--- src/rtl/aes_pkg.sv ---
// Shared AES-128 constants: round count, round-constant table and sequencer states.
package aes_pkg;

    localparam int NR_AES128 = 10;

    typedef enum logic [1:0] {
        FSM_IDLE  = 2'd0,
        FSM_ROUND = 2'd1,
        FSM_DONE  = 2'd2
    } fsm_e;

    // RCON[1..10]; index 0 and 11..15 never occur in a valid round and return 0.
    function automatic logic [7:0] rcon_lookup(input logic [3:0] idx);
        case (idx)
            4'd1:    return 8'h01;
            4'd2:    return 8'h02;
            4'd3:    return 8'h04;
            4'd4:    return 8'h08;
            4'd5:    return 8'h10;
            4'd6:    return 8'h20;
            4'd7:    return 8'h40;
            4'd8:    return 8'h80;
            4'd9:    return 8'h1b;
            4'd10:   return 8'h36;
            default: return 8'h00;
        endcase
    endfunction

endpackage

--- src/rtl/aes_key_step.sv ---
// One step of the AES-128 key schedule; word 0 is bits 127:96.
module aes_key_step (
    input  logic [127:0] k,
    input  logic [7:0]   rc,
    output logic [127:0] k_next
);

    logic [31:0] rot_w;
    logic [31:0] sub_w;
    logic [31:0] w0, w1, w2, w3;

    assign rot_w = {k[23:0], k[31:24]};

    for (genvar i = 0; i < 4; i++) begin : g_subword
        aes_sbox u_sbox (
            .a (rot_w[8*i +: 8]),
            .y (sub_w[8*i +: 8])
        );
    end

    always_comb begin
        w0     = k[127:96] ^ sub_w ^ {rc, 24'h000000};
        w1     = k[95:64]  ^ w0;
        w2     = k[63:32]  ^ w1;
        w3     = k[31:0]   ^ w2;
        k_next = {w0, w1, w2, w3};
    end

endmodule

--- src/rtl/aes_sbox.sv ---
// AES byte S-box: multiplicative inverse in GF(2^8) followed by the affine transform.
module aes_sbox (
    input  logic [7:0] a,
    output logic [7:0] y
);

    localparam logic [7:0] INV_EXP = 8'hfe;

    function automatic logic [7:0] gf_mul(input logic [7:0] x, input logic [7:0] m);
        logic [7:0] p;
        logic [7:0] t;
        p = 8'h00;
        t = x;
        for (int i = 0; i < 8; i++) begin
            if (m[i]) p = p ^ t;
            t = {t[6:0], 1'b0} ^ (t[7] ? 8'h1b : 8'h00);
        end
        return p;
    endfunction

    // x^254 is the inverse for x != 0 and maps 0 to 0, matching the S-box definition.
    function automatic logic [7:0] gf_inv(input logic [7:0] x);
        logic [7:0] r;
        r = 8'h01;
        for (int i = 7; i >= 0; i--) begin
            r = gf_mul(r, r);
            if (INV_EXP[i]) r = gf_mul(r, x);
        end
        return r;
    endfunction

    logic [7:0] inv;

    always_comb begin
        inv = gf_inv(a);
        y   = inv ^ {inv[6:0], inv[7]} ^ {inv[5:0], inv[7:6]}
                  ^ {inv[4:0], inv[7:5]} ^ {inv[3:0], inv[7:4]} ^ 8'h63;
    end

endmodule

--- src/rtl/aes128_round_sequencer.sv ---
// Iterative AES-128 controller: initial AddRoundKey, on-the-fly key schedule and
// one external round-datapath evaluation per clock, with valid/ready on both sides.
module aes128_round_sequencer
    import aes_pkg::*;
#(
    parameter int NR = NR_AES128,
    parameter int DW = 128
) (
    input  logic          clk,
    input  logic          rst,
    input  logic          in_valid,
    output logic          in_ready,
    input  logic [DW-1:0] Test,
    input  logic [DW-1:0] Key,
    output logic          out_valid,
    input  logic          out_ready,
    output logic [DW-1:0] Code,
    output logic [DW-1:0] rnd_data,
    output logic [DW-1:0] rnd_key,
    output logic          last_round,
    input  logic [DW-1:0] rnd_result,
    output logic          busy
);

    fsm_e          fsm_q, fsm_d;
    logic [DW-1:0] state_q, state_d;
    logic [DW-1:0] key_q, key_d;
    logic [3:0]    rnd_q, rnd_d;

    logic [DW-1:0] step_key;
    logic          in_round;
    logic          is_last;

    aes_key_step u_key_step (
        .k      (key_q),
        .rc     (rcon_lookup(rnd_q)),
        .k_next (step_key)
    );

    assign in_round = (fsm_q == FSM_ROUND);
    assign is_last  = (rnd_q == 4'(NR));

    always_comb begin
        fsm_d   = fsm_q;
        state_d = state_q;
        key_d   = key_q;
        rnd_d   = rnd_q;
        case (fsm_q)
            FSM_IDLE: begin
                if (in_valid) begin
                    state_d = Test ^ Key;
                    key_d   = Key;
                    rnd_d   = 4'd1;
                    fsm_d   = FSM_ROUND;
                end
            end
            FSM_ROUND: begin
                state_d = rnd_result;
                key_d   = step_key;
                // The counter stops at NR so it never leaves the RCON range.
                if (is_last) fsm_d = FSM_DONE;
                else         rnd_d = rnd_q + 4'd1;
            end
            FSM_DONE: begin
                if (out_ready) fsm_d = FSM_IDLE;
            end
            default: fsm_d = FSM_IDLE;
        endcase
    end

    always_ff @(posedge clk or posedge rst) begin
        if (rst) begin
            fsm_q   <= FSM_IDLE;
            state_q <= '0;
            key_q   <= '0;
            rnd_q   <= 4'd0;
        end else begin
            fsm_q   <= fsm_d;
            state_q <= state_d;
            key_q   <= key_d;
            rnd_q   <= rnd_d;
        end
    end

    // Datapath-facing outputs are forced to zero outside ROUND to keep it quiet.
    always_comb begin
        in_ready   = (fsm_q == FSM_IDLE);
        out_valid  = (fsm_q == FSM_DONE);
        busy       = in_round;
        Code       = out_valid ? state_q : '0;
        rnd_data   = in_round ? state_q : '0;
        rnd_key    = in_round ? step_key : '0;
        last_round = in_round & is_last;
    end

endmodule

--- config.mk ---
export PLATFORM = sky130hd
export DESIGN_NAME = aes128_round_sequencer
export DESIGN_NICKNAME = d
export VERILOG_FILES = /design/src/rtl/aes_pkg.sv /design/src/rtl/aes_key_step.sv /design/src/rtl/aes_sbox.sv /design/src/rtl/aes128_round_sequencer.sv
export SDC_FILE = /design/constraint.sdc
export NUM_CORES = 2
export LEC_CHECK = 0
export CORE_ASPECT_RATIO = 1.4
export CORE_MARGIN = 4
export CORE_UTILIZATION = 40
export CTS_CLUSTER_SIZE = 24
export DETAILED_ROUTE_END_ITERATION = 8
export HOLD_SLACK_MARGIN = 0.15
export SLEW_MARGIN = 20
export SYNTH_ARGS = -nofsm -noshare
export SYNTH_HDL_FRONTEND = slang
export SYNTH_HIERARCHICAL = 1
export SYNTH_SLANG_ARGS = --single-unit
export TNS_END_PERCENT = 5
--- constraint.sdc ---
create_clock -name clk -period 26 [get_ports clk]
set_input_delay 2.6 -clock clk [delete_from_list [all_inputs] [get_ports clk]]
set_output_delay 2.6 -clock clk [all_outputs]
set_load 0.1 [all_outputs]
==> reports/metrics.cfg <==
[run_status]
status=finished clean

[timing]
tightest_slew_ns=1.180
finalSetupViolCount=0
rsz0062_at_grt=yes
hold_violations=0
relSlewSlack=0.2104
slew_viol_final=0
finClkSkew_ns=0.03675
fmax_mhz=39.89
layout_setup_ws_ns=0.9310
post-route-period-util=0.9642
period_needed_ns=25.07

[clocking]
cts_tree=done
cts.clk_slew.worst_paths_ns=0.06
cts.sinks=262
cts_buffer_depth=3
clock_latency_ns=0.67
cts-root-buf=clkbuf_16
htreeDepth=2
holdBufCountCts=0
numCtsBuffers=38

[finish]
area.growth.synth_to_final_pct=23.52
drive_gt1_frac=0.1642
multi_input_area_mm2=0.06724
final.fill_count=17850
finalNetCount=10420
seq_area_mm2=0.006634
finish.utilization=0.4987

[grt]
grt_usage=0.3365
antenna_found_initial=44
grt_max_degree=112
overflow=0
grt_pass1_wl_um=496900
grt_pass1_vias=71660

[logic_synthesis]
async_flop_share=1.000
synth_fp_nets=9547
avgSynthCellArea_um2=8.316
synth_area_mm2=0.07588
synthTopCellsByArea=xnor2_1, xnor3_1, dfrtp_1, xor2_1, nand2_1
synth_seq_area_share=0.08640
syn-instance-count=9125
yosysTopAreaCell=xnor2_1
synth_most_common_cell=xnor2_1
ys_ff_latch=262
ys.flop_type=dfrtp_1
yosys-top-cells-count=xnor2_1, nand2_1, xor2_1, nor2_1, xnor3_1
synth_edf_count=0
ys_warn_count=6
synth_top_cell_area_share=0.1580
ys_types=109

[floorplanning]
die_h_um=523.3
core_mm2=0.1879
start_util=0.4037
die_area_mm2=0.1968
chipWidth_um=376.1
ios=776
core.rowCount=188

[drt]
wirelength_um=349300
vias=73950
postRouteAntennaNets=0
routed.top_layer=met5
drt_iter0_markers=7175
drc_errors=0
first_pass_iters=6
vias_per_cell=5.905
wire_per_inst_um=27.89
wl_met2_um=167700
wl_met1_um=125700
dr_wl_met3_um=28690

[worst_setup_path]
worst_setup_path_end_kind=output port
slowest_stage=a222oi_1
critPathRequiredTime_ns=23.40
path_class=reg2out
path_max_fanout=21
critPathArrivalTime_ns=22.47
critPathMaxStageDelay_ns=0.75
startpoint_type=flop

[placed_design]
place_congestion=1.011
pre_cts_ws_ns=0.1700
io_buffers=775
dp_hpwl_um=275400

[flow_run]
max_cap_violations=0

[worst_hold_path]
hp-class=reg2reg

==> per-layer routing <==
layer,up-vias,global-route usage
met1,35950,0.3809
met4,12,0.2131
li1,33290,-
met2,3758,0.5821
met3,933,0.06476
met5,-,0
==> path summary, 6_finish.rpt <==
path,start,endpoint,slack (ns),cells past startpoint
setup reg to reg,key_q[22],key_q[31],3.49,76
max in group asynchronous,rst,key_q[30],21.39,4
hold / removal,state_q[124],state_q[124],0.49,2
hold reg to reg,state_q[124],state_q[124],0.49,2
setup / recovery,key_q[6],rnd_key[8],0.93,79
min in group asynchronous,rst,state_q[44],2.44,2
==> through the flow <==
| stage | instance area, um2 | instances | hold WS, ns | setup TNS (ns) |
|---|---|---|---|---|
| after floorplan | 75880 | 9125 | 0.4546 | 0 |
| after global placement | 89900 | 12350 | 0.4709 | 0 |
| after detailed placement | 89900 | 12350 | 0.4848 | 0 |
| after CTS | 91600 | 12420 | 0.4959 | 0 |
| after global routing | 93700 | 12510 | 0.5175 | -1.999 |
| final | 93730 | 12520 | 0.4924 | 0 |
==> sequential cells by signal, indices dropped and copies added (netlist names) <==
| register | flops |
|---|---|
| fsm_q | 2 |
| key_q | 128 |
| rnd_q | 4 |
| state_q | 128 |
==> cells by family after synthesis <==
logic type,Yosys count,synth area share
XOR/XNOR,2827,0.4623
adder cells (fa/ha/maj),34,0.005606
AO/OA/AOI/OAI,1814,0.1616
flip-flops,262,0.08640
buffers and inverters,794,0.04802
multiplexers,272,0.03667
AND/OR/NAND/NOR,3122,0.1994
==> cells in the final DEF (no fill, tap or decap), types with 44 or more instances in the layout <==
cell,Yosys,layout
a211oi_1,56,46
a21oi_1,318,317
a221oi_1,48,48
a22oi_1,76,76
and2_1,340,339
and3b_1,133,125
buf_12,0,152
buf_4,48,667
clkdlybuf4s50_1,0,635
dfrtp_1,262,230
inv_1,100,98
mux2i_1,236,232
nand2_1,1311,1310
nand2b_1,58,57
nand3_1,134,134
nand4_1,48,48
nor2_1,608,607
nor2b_1,59,55
nor3_1,128,127
nor4_1,44,44
o211ai_1,89,89
o21ai_0,389,387
o21ai_1,167,169
o22ai_1,170,167
xnor2_1,1369,1302
xnor2_2,145,182
xnor2_4,24,54
xnor3_1,428,407
xnor3_2,49,69
xor2_1,652,617
xor2_2,40,68
xor3_1,92,89
==> critical path: cells and delay by family (launching register included) <==
kind	cells	cell delay [ns]
flops	1	0.61
buf+inv	15	2.56
compound gates	14	4.28
fa+ha+maj	4	1.36
simple gates	12	2.23
xor+xnor	34	10.70
==> final cells by class <==
| type | instances | area share |
|---|---|---|
| Tap cell | 2470 | 0.03297 |
| Sequential cell | 262 | 0.07078 |
| Multi-Input combinational cell | 8069 | 0.7174 |
| Clock inverter | 19 | 0.003377 |
| Antenna cell | 24 | 0.0006408 |
| Timing Repair Buffer | 1481 | 0.1572 |
| Clock buffer | 48 | 0.01119 |
| Inverter | 149 | 0.006448 |
==> repair_timing <==
action | CTS | global route
pin swaps | 3 | 36
resized for setup | 46 | 231
endpoints found under the setup margin | 69 | 128
setup buffers | 7 | 76
gates cloned | 0 | 1
Power is left out: the tool's default activity adds up to more than one toggle a clock period on the data nets, which glitch-free logic cannot reach.
